`src/rtl/div_unit.sv`:
```
// Radix-2 restoring divider for RV64M DIV/DIVU/REM/REMU and their W forms.
// One quotient bit per cycle; the first bit is resolved on the accept edge.
module div_unit #(
    parameter int XLEN = 64
) (
    input  logic            clk,
    input  logic            rst,
    input  logic            flush,
    input  logic            div_valid,
    output logic            div_ready,
    input  logic [1:0]      div_signed,
    input  logic            div_quotient,
    input  logic            inst_32,
    input  logic [XLEN-1:0] dividend,
    input  logic [XLEN-1:0] divisor,
    output logic            out_valid,
    input  logic            out_ready,
    output logic [XLEN-1:0] result
);

    localparam int H  = XLEN / 2;
    localparam int CW = $clog2(XLEN) + 1;

    typedef enum logic [1:0] {IDLE, CALC, DONE} state_t;

    state_t          r_state;
    logic [CW-1:0]   r_cnt;
    logic [XLEN-1:0] r_rem;
    logic [XLEN-1:0] r_quot;
    logic [XLEN-1:0] r_dvsr;
    logic            r_q_neg;
    logic            r_r_neg;
    logic            r_sel_q;
    logic            r_w;
    logic            r_out_valid;
    logic [XLEN-1:0] r_result;

    function automatic logic [XLEN-1:0] f_fmt(input logic w, input logic [XLEN-1:0] v);
        return w ? {{H{v[H-1]}}, v[H-1:0]} : v;
    endfunction

    logic [XLEN-1:0] w_a;
    logic [XLEN-1:0] w_b;
    logic            w_a_neg;
    logic            w_b_neg;
    logic [XLEN-1:0] w_a_mag;
    logic [XLEN-1:0] w_b_mag;
    logic [XLEN-1:0] w_a_align;
    logic [XLEN-1:0] w_min;
    logic            w_b_zero;
    logic            w_ovf;
    logic            w_special;
    logic [XLEN-1:0] w_sp_res;

    assign w_a = inst_32 ? {{H{div_signed[1] & dividend[H-1]}}, dividend[H-1:0]} : dividend;
    assign w_b = inst_32 ? {{H{div_signed[0] & divisor[H-1]}}, divisor[H-1:0]} : divisor;
    assign w_a_neg = div_signed[1] & w_a[XLEN-1];
    assign w_b_neg = div_signed[0] & w_b[XLEN-1];
    assign w_a_mag = w_a_neg ? -w_a : w_a;
    assign w_b_mag = w_b_neg ? -w_b : w_b;
    // Word magnitudes sit in the top half so the shift-out sees them first.
    assign w_a_align = inst_32 ? {w_a_mag[H-1:0], {H{1'b0}}} : w_a_mag;
    assign w_min = inst_32 ? {{(H+1){1'b1}}, {(H-1){1'b0}}}
                           : {1'b1, {(XLEN-1){1'b0}}};
    assign w_b_zero  = (w_b == '0);
    assign w_ovf     = div_signed[1] & div_signed[0] & (w_a == w_min) & (&w_b);
    assign w_special = w_b_zero | w_ovf;
    assign w_sp_res  = f_fmt(inst_32, div_quotient
                           ? (w_b_zero ? {XLEN{1'b1}} : w_a)
                           : (w_b_zero ? w_a : {XLEN{1'b0}}));

    logic [XLEN-1:0] w_s_rem;
    logic [XLEN-1:0] w_s_quot;
    logic [XLEN-1:0] w_s_dvsr;
    logic [XLEN:0]   w_sh;
    logic [XLEN:0]   w_sub;
    logic            w_ge;
    logic [XLEN-1:0] w_n_rem;
    logic [XLEN-1:0] w_n_quot;
    logic [XLEN-1:0] w_q_fix;
    logic [XLEN-1:0] w_r_fix;
    logic [XLEN-1:0] w_res;

    // The step datapath is shared between the accept edge and CALC.
    assign w_s_rem  = (r_state == IDLE) ? '0        : r_rem;
    assign w_s_quot = (r_state == IDLE) ? w_a_align : r_quot;
    assign w_s_dvsr = (r_state == IDLE) ? w_b_mag   : r_dvsr;
    assign w_sh     = {w_s_rem, w_s_quot[XLEN-1]};
    assign w_sub    = w_sh - {1'b0, w_s_dvsr};
    assign w_ge     = ~w_sub[XLEN];
    assign w_n_rem  = w_ge ? w_sub[XLEN-1:0] : w_sh[XLEN-1:0];
    assign w_n_quot = {w_s_quot[XLEN-2:0], w_ge};
    assign w_q_fix  = r_q_neg ? -w_n_quot : w_n_quot;
    assign w_r_fix  = r_r_neg ? -w_n_rem : w_n_rem;
    assign w_res    = f_fmt(r_w, r_sel_q ? w_q_fix : w_r_fix);

    always_ff @(posedge clk or posedge rst) begin
        if (rst) begin
            r_state     <= IDLE;
            r_cnt       <= '0;
            r_rem       <= '0;
            r_quot      <= '0;
            r_dvsr      <= '0;
            r_q_neg     <= 1'b0;
            r_r_neg     <= 1'b0;
            r_sel_q     <= 1'b0;
            r_w         <= 1'b0;
            r_out_valid <= 1'b0;
            r_result    <= '0;
        end else if (flush) begin
            r_state     <= IDLE;
            r_cnt       <= '0;
            r_out_valid <= 1'b0;
        end else begin
            case (r_state)
                IDLE: begin
                    if (div_valid) begin
                        r_sel_q <= div_quotient;
                        r_w     <= inst_32;
                        if (w_special) begin
                            r_result    <= w_sp_res;
                            r_out_valid <= 1'b1;
                            r_state     <= DONE;
                        end else begin
                            r_rem   <= w_n_rem;
                            r_quot  <= w_n_quot;
                            r_dvsr  <= w_b_mag;
                            r_q_neg <= w_a_neg ^ w_b_neg;
                            r_r_neg <= w_a_neg;
                            r_cnt   <= inst_32 ? CW'(H - 1) : CW'(XLEN - 1);
                            r_state <= CALC;
                        end
                    end
                end
                CALC: begin
                    r_rem  <= w_n_rem;
                    r_quot <= w_n_quot;
                    r_cnt  <= r_cnt - 1'b1;
                    if (r_cnt == CW'(1)) begin
                        r_result    <= w_res;
                        r_out_valid <= 1'b1;
                        r_state     <= DONE;
                    end
                end
                DONE: begin
                    if (out_ready) begin
                        r_out_valid <= 1'b0;
                        r_state     <= IDLE;
                    end
                end
                default: r_state <= IDLE;
            endcase
        end
    end

    assign div_ready = (r_state == IDLE);
    assign out_valid = r_out_valid;
    assign result    = r_result;

endmodule
```
`config.mk`:
```
export PLATFORM = sky130hd
export DESIGN_NAME = div_unit
export DESIGN_NICKNAME = d
export VERILOG_FILES = /design/src/rtl/div_unit.sv
export SDC_FILE = /design/constraint.sdc
export NUM_CORES = 2
export LEC_CHECK = 0
export BUFFER_PORTS_ARGS = -buffer_cell sky130_fd_sc_hd__buf_2
export CAP_MARGIN = 20
export CORE_ASPECT_RATIO = 1.5
export CORE_UTILIZATION = 43
export CTS_BUF_LIST = sky130_fd_sc_hd__clkbuf_4
export DETAILED_ROUTE_END_ITERATION = 10
export PLACE_DENSITY_LB_ADDON = 0.12
export SETUP_SLACK_MARGIN = 0.3
export SLEW_MARGIN = 0
export SYNTH_ARGS = -nofsm -noshare
export SYNTH_HDL_FRONTEND = slang
export SYNTH_SLANG_ARGS = --single-unit
```
`constraint.sdc`:
```
create_clock -name clk -period 14.25 [get_ports clk]
set_clock_uncertainty 0.05 [all_clocks]
set_input_delay 3.5625 -clock clk [delete_from_list [all_inputs] [get_ports clk]]
set_output_delay 3.5625 -clock clk [all_outputs]
set_load 0.01 [all_outputs]
```
==> summary.md <==
Hold repair after CTS inserted 0 buffers. Setup repair after global routing left no endpoint under its margin. Layout cell share with drive strength beyond 1: 13.4%.

The slew at the pin with the worst max-slew slack is 1.15 ns, and the setup slack after placement is 1.21 ns. Entering global routing, the biggest net connects 130 pins. The run gives 78 as the TritonCTS buffer count. The count of endpoints failing hold in the final timing report is 0. The clock root buffer is sky130_fd_sc_hd__clkbuf_4. Share of cell area taken by muxes after synthesis: 4.63%. The run gives 0 as the yosys synthesis warning count.

The chip width was 211 um; the maximum number of buffers from clock root to sink was 3. The tools report the final critical-path setup slack as 1.99 ns. The area share of fa/ha/maj cells after synthesis is 3.44%, and the highest clock rate is 81.6 MHz. The path class of the tightest hold or removal check is reg2reg. The run finished with clean final reports. The logs give 6893 for the number of filler cells placed in the layout and 29.0k for the number of global-route vias before repair. The first detailed-routing pass ran for 6 iterations. For the starting DRC count in detailed routing, the log shows 3254. The share of the core filled with cells was 47.6%; the count of vias placed by the detailed router was 30.8k. The tools report the total power of the final layout as 7.71 mW.

The worst setup path is captured at a flip-flop. The portion of the clock cycle consumed by the worst path in the final layout was 86.0%; the first-pass GRT wire length was 180 mm. The signed area change from the synthesized netlist to the final layout was 9.32%. Of the total synthesized cell area, the portion taken by XOR and XNOR cells is 6.86%. The worst stage delay on the critical path was 0.64 ns; the number of pins exceeding their max-slew limit in the final report was 0. Summed over all instances, the cell type with the most area after synthesis is sky130_fd_sc_hd__dfrtp_1. The synthesized netlist devotes 26.9% of its cell area to simple gates.

STA puts the critical path data required time at 14.93 ns. The die is 315 um tall. Number of enable-type register cells in the synthesized netlist: 0.

The worst setup path is of the in2reg kind. The synthesized netlist occupies a cell area of 0.0281 mm^2. For this design the static power due to leakage is 12.8 nW. The routed wirelength normalized by instance count works out to 24.7 um. After global routing the overflow that remains totals 0. The clock drives 270 sinks.

Data arrives at the worst endpoint at 12.94 ns. In this run the biggest area consumer among cell types represents 24.0% of the synthesized area. Max-cap violations in this run came to 0.

Once detail routing completed, the nets flagged for antenna violations numbered 0. Input and output buffers added on the ports amount to 202. The total half-perimeter wirelength after legalization and detailed placement was 90.4 mm; the global routing usage summed across all routing layers was 35.6%. The H-tree was split into 3 levels.

The count of unique library cells instantiated by Yosys is 111. The dominant cell by count in the synthesized netlist was sky130_fd_sc_hd__nand2_1. For the initial antenna violation count, the log shows 7. After synthesis, the most frequently instantiated cells are sky130_fd_sc_hd__nand2_1 (470), sky130_fd_sc_hd__nor2_1 (382), sky130_fd_sc_hd__o21ai_0 (370). The run gives 0 ns as the setup TNS after final layout. Dividing total power by cell area gives a power density of 251 mW/mm^2. In this run the mean area of a mapped cell was 7.26 um^2. Counting flops and latches in the post-synthesis netlist gives 270. Dividing the detail-routed via count by the number of cells gives 6.33. The floorplan step defined a die boundary enclosing 0.0664 mm^2. The count of nets after finishing came out at 4144. The relative slew slack is 22.4%, and the number of post-CTS setup repair buffers is 0.

For this run, asynchronously set or reset flops after synthesis account for 100%. The clock-pin slew on the worst setup and hold paths came out at 0.07 ns. Summing all multi-input logic gate instances after layout gives 0.0199 mm^2. The worst-case IR drop observed on VDD is 0.139 mV. The initial utilization of the core area, before any placement, comes to 43.6%. In the post-synthesis netlist, the biggest area contributors are sky130_fd_sc_hd__dfrtp_1 (24%), sky130_fd_sc_hd__o21ai_0 (6.6%), sky130_fd_sc_hd__a21oi_1 (6.5%). The total setup violations reported at the end of the flow came out at 0. Largest family of logic cells by synthesized area: compound AO/OA/AOI/OAI gates. The biggest fanout along the worst timing path was 10. The post-cts resize count is 0, and the final critical-path required period is 12.26 ns. For the number of rows created at floorplan, the log shows 114. STA classifies the critical path startpoint as an input pin.

Summing all flip-flop and latch instances after layout gives 0.00676 mm^2. Slowest cell on the critical path: sky130_fd_sc_hd__or4_1. After synthesis, flip-flops and latches occupy 24.0% of the total area.

Number of ports placed on the die boundary: 203. TritonCTS built the clock tree. The clock reaches the later pin of the worst-skew pair after 0.91 ns. The wire length after detailed routing came out at 120 mm.

The global placement routability congestion came out at 1.04. The total area inside the core boundary comes to 0.0645 mm^2. In the synthesized netlist the dominant register cell turns out to be sky130_fd_sc_hd__dfrtp_1.

The number of nets produced by synthesis came out at 4081. The synthesized netlist devotes 28.9% of its cell area to compound gates. For this run, design rule violations remaining after detail routing come to 0. The cell count after synthesis came out at 3869.
[final cells by class]
class,count,area share [%]
well taps,870,3.54
multi-input cells,3228,64.9
flip-flops and latches,270,22.0
clock buffers,116,2.83
repair buffers,274,5.10
diodes,7,0.0570
inverters,80,1.02
clock inverters,24,0.574
[worst max-delay path: cells and delay by family]
kind / cells / cell delay [ns]
AOI/OAI and AO/OA: 8 / 2.46
xor gates and xnor gates: 2 / 0.35
adders and majority gates: 2 / 0.62
buffers and inverters: 4 / 0.51
muxes: 1 / 0.28
and+or+nand+nor: 17 / 5.12
[flip-flops by register name, summed over array words and instances, names as in the netlist]
signal     flops
r_state        2
result        64
r_q_neg        1
r_w            1
out_valid      1
r_sel_q        1
r_cnt          7
r_r_neg        1
r_rem         64
r_dvsr        64
r_quot        64
[placed cells by master (no fill, tap or decap), drive strengths merged, types with 44 or more instances in the layout]
cell type    n
xnor2      135
clkbuf     116
nor2       384
inv         82
o21ai      385
a211oi      56
buf        274
or3         54
mux2        44
nand2      470
xor2        85
dfrtp      270
nand4       69
nor3       127
nor2b       81
o31ai       54
mux2i       80
nand3       80
a21oi      367
ha          74
nor4        61
[power breakdown]
| part | switching (mW) | total (mW) | leakage, nW | internal [mW] |
|---|---|---|---|---|
| registers | 0.222 | 1.33 | 3.45 | 1.10 |
| clock network | 0.393 | 0.819 | 0.622 | 0.426 |
| logic | 3.66 | 5.56 | 8.72 | 1.90 |
| total | 4.27 | 7.71 | 12.8 | 3.43 |
[path summary, 6_finish.rpt]
path / from / endpoint / cells after the start / slack [ns]
max: divisor[9] / result[62] / 34 / 1.99
min: r_quot[0] / r_quot[0] / 2 / 0.42
max reg2reg: r_state[0] / result[62] / 28 / 5.33
min reg2reg: r_quot[0] / r_quot[0] / 2 / 0.42
max in group asynchronous: rst / r_rem[5] / 3 / 10.01
min in group asynchronous: rst / r_quot[48] / 2 / 2.73
[metal layers]
layer	vias to the layer above	wire (um)	track usage, %
met5	-	35	0
met4	6	8860	24.6
met3	357	8620	5.52
met2	1389	54900	57.5
met1	14700	47700	43.6
li1	14400	-	-
[cell families (layout without fill, tap and decap cells)]
| family | count (synthesis) | after routing |
|---|---|---|
| AOI/OAI and AO/OA | 1283 | 1283 |
| buffers and inverters | 371 | 494 |
| adders and majority gates | 77 | 77 |
| DFF | 270 | 270 |
| muxes | 124 | 124 |
| other | 0 | 7 |
| xor gates and xnor gates | 220 | 220 |
| and+or+nand+nor | 1524 | 1524 |
[per-stage QoR]
stage | hold WS [ns] | instances | cell area, um^2
global placement | 0.399 | 4720 | 29600
finish | 0.421 | 4869 | 30700
detailed placement | 0.410 | 4721 | 29600
floorplan | 0.388 | 3869 | 28100
global route | 0.439 | 4869 | 30700
CTS | 0.425 | 4861 | 30700
(Power assumes the default switching activity.)
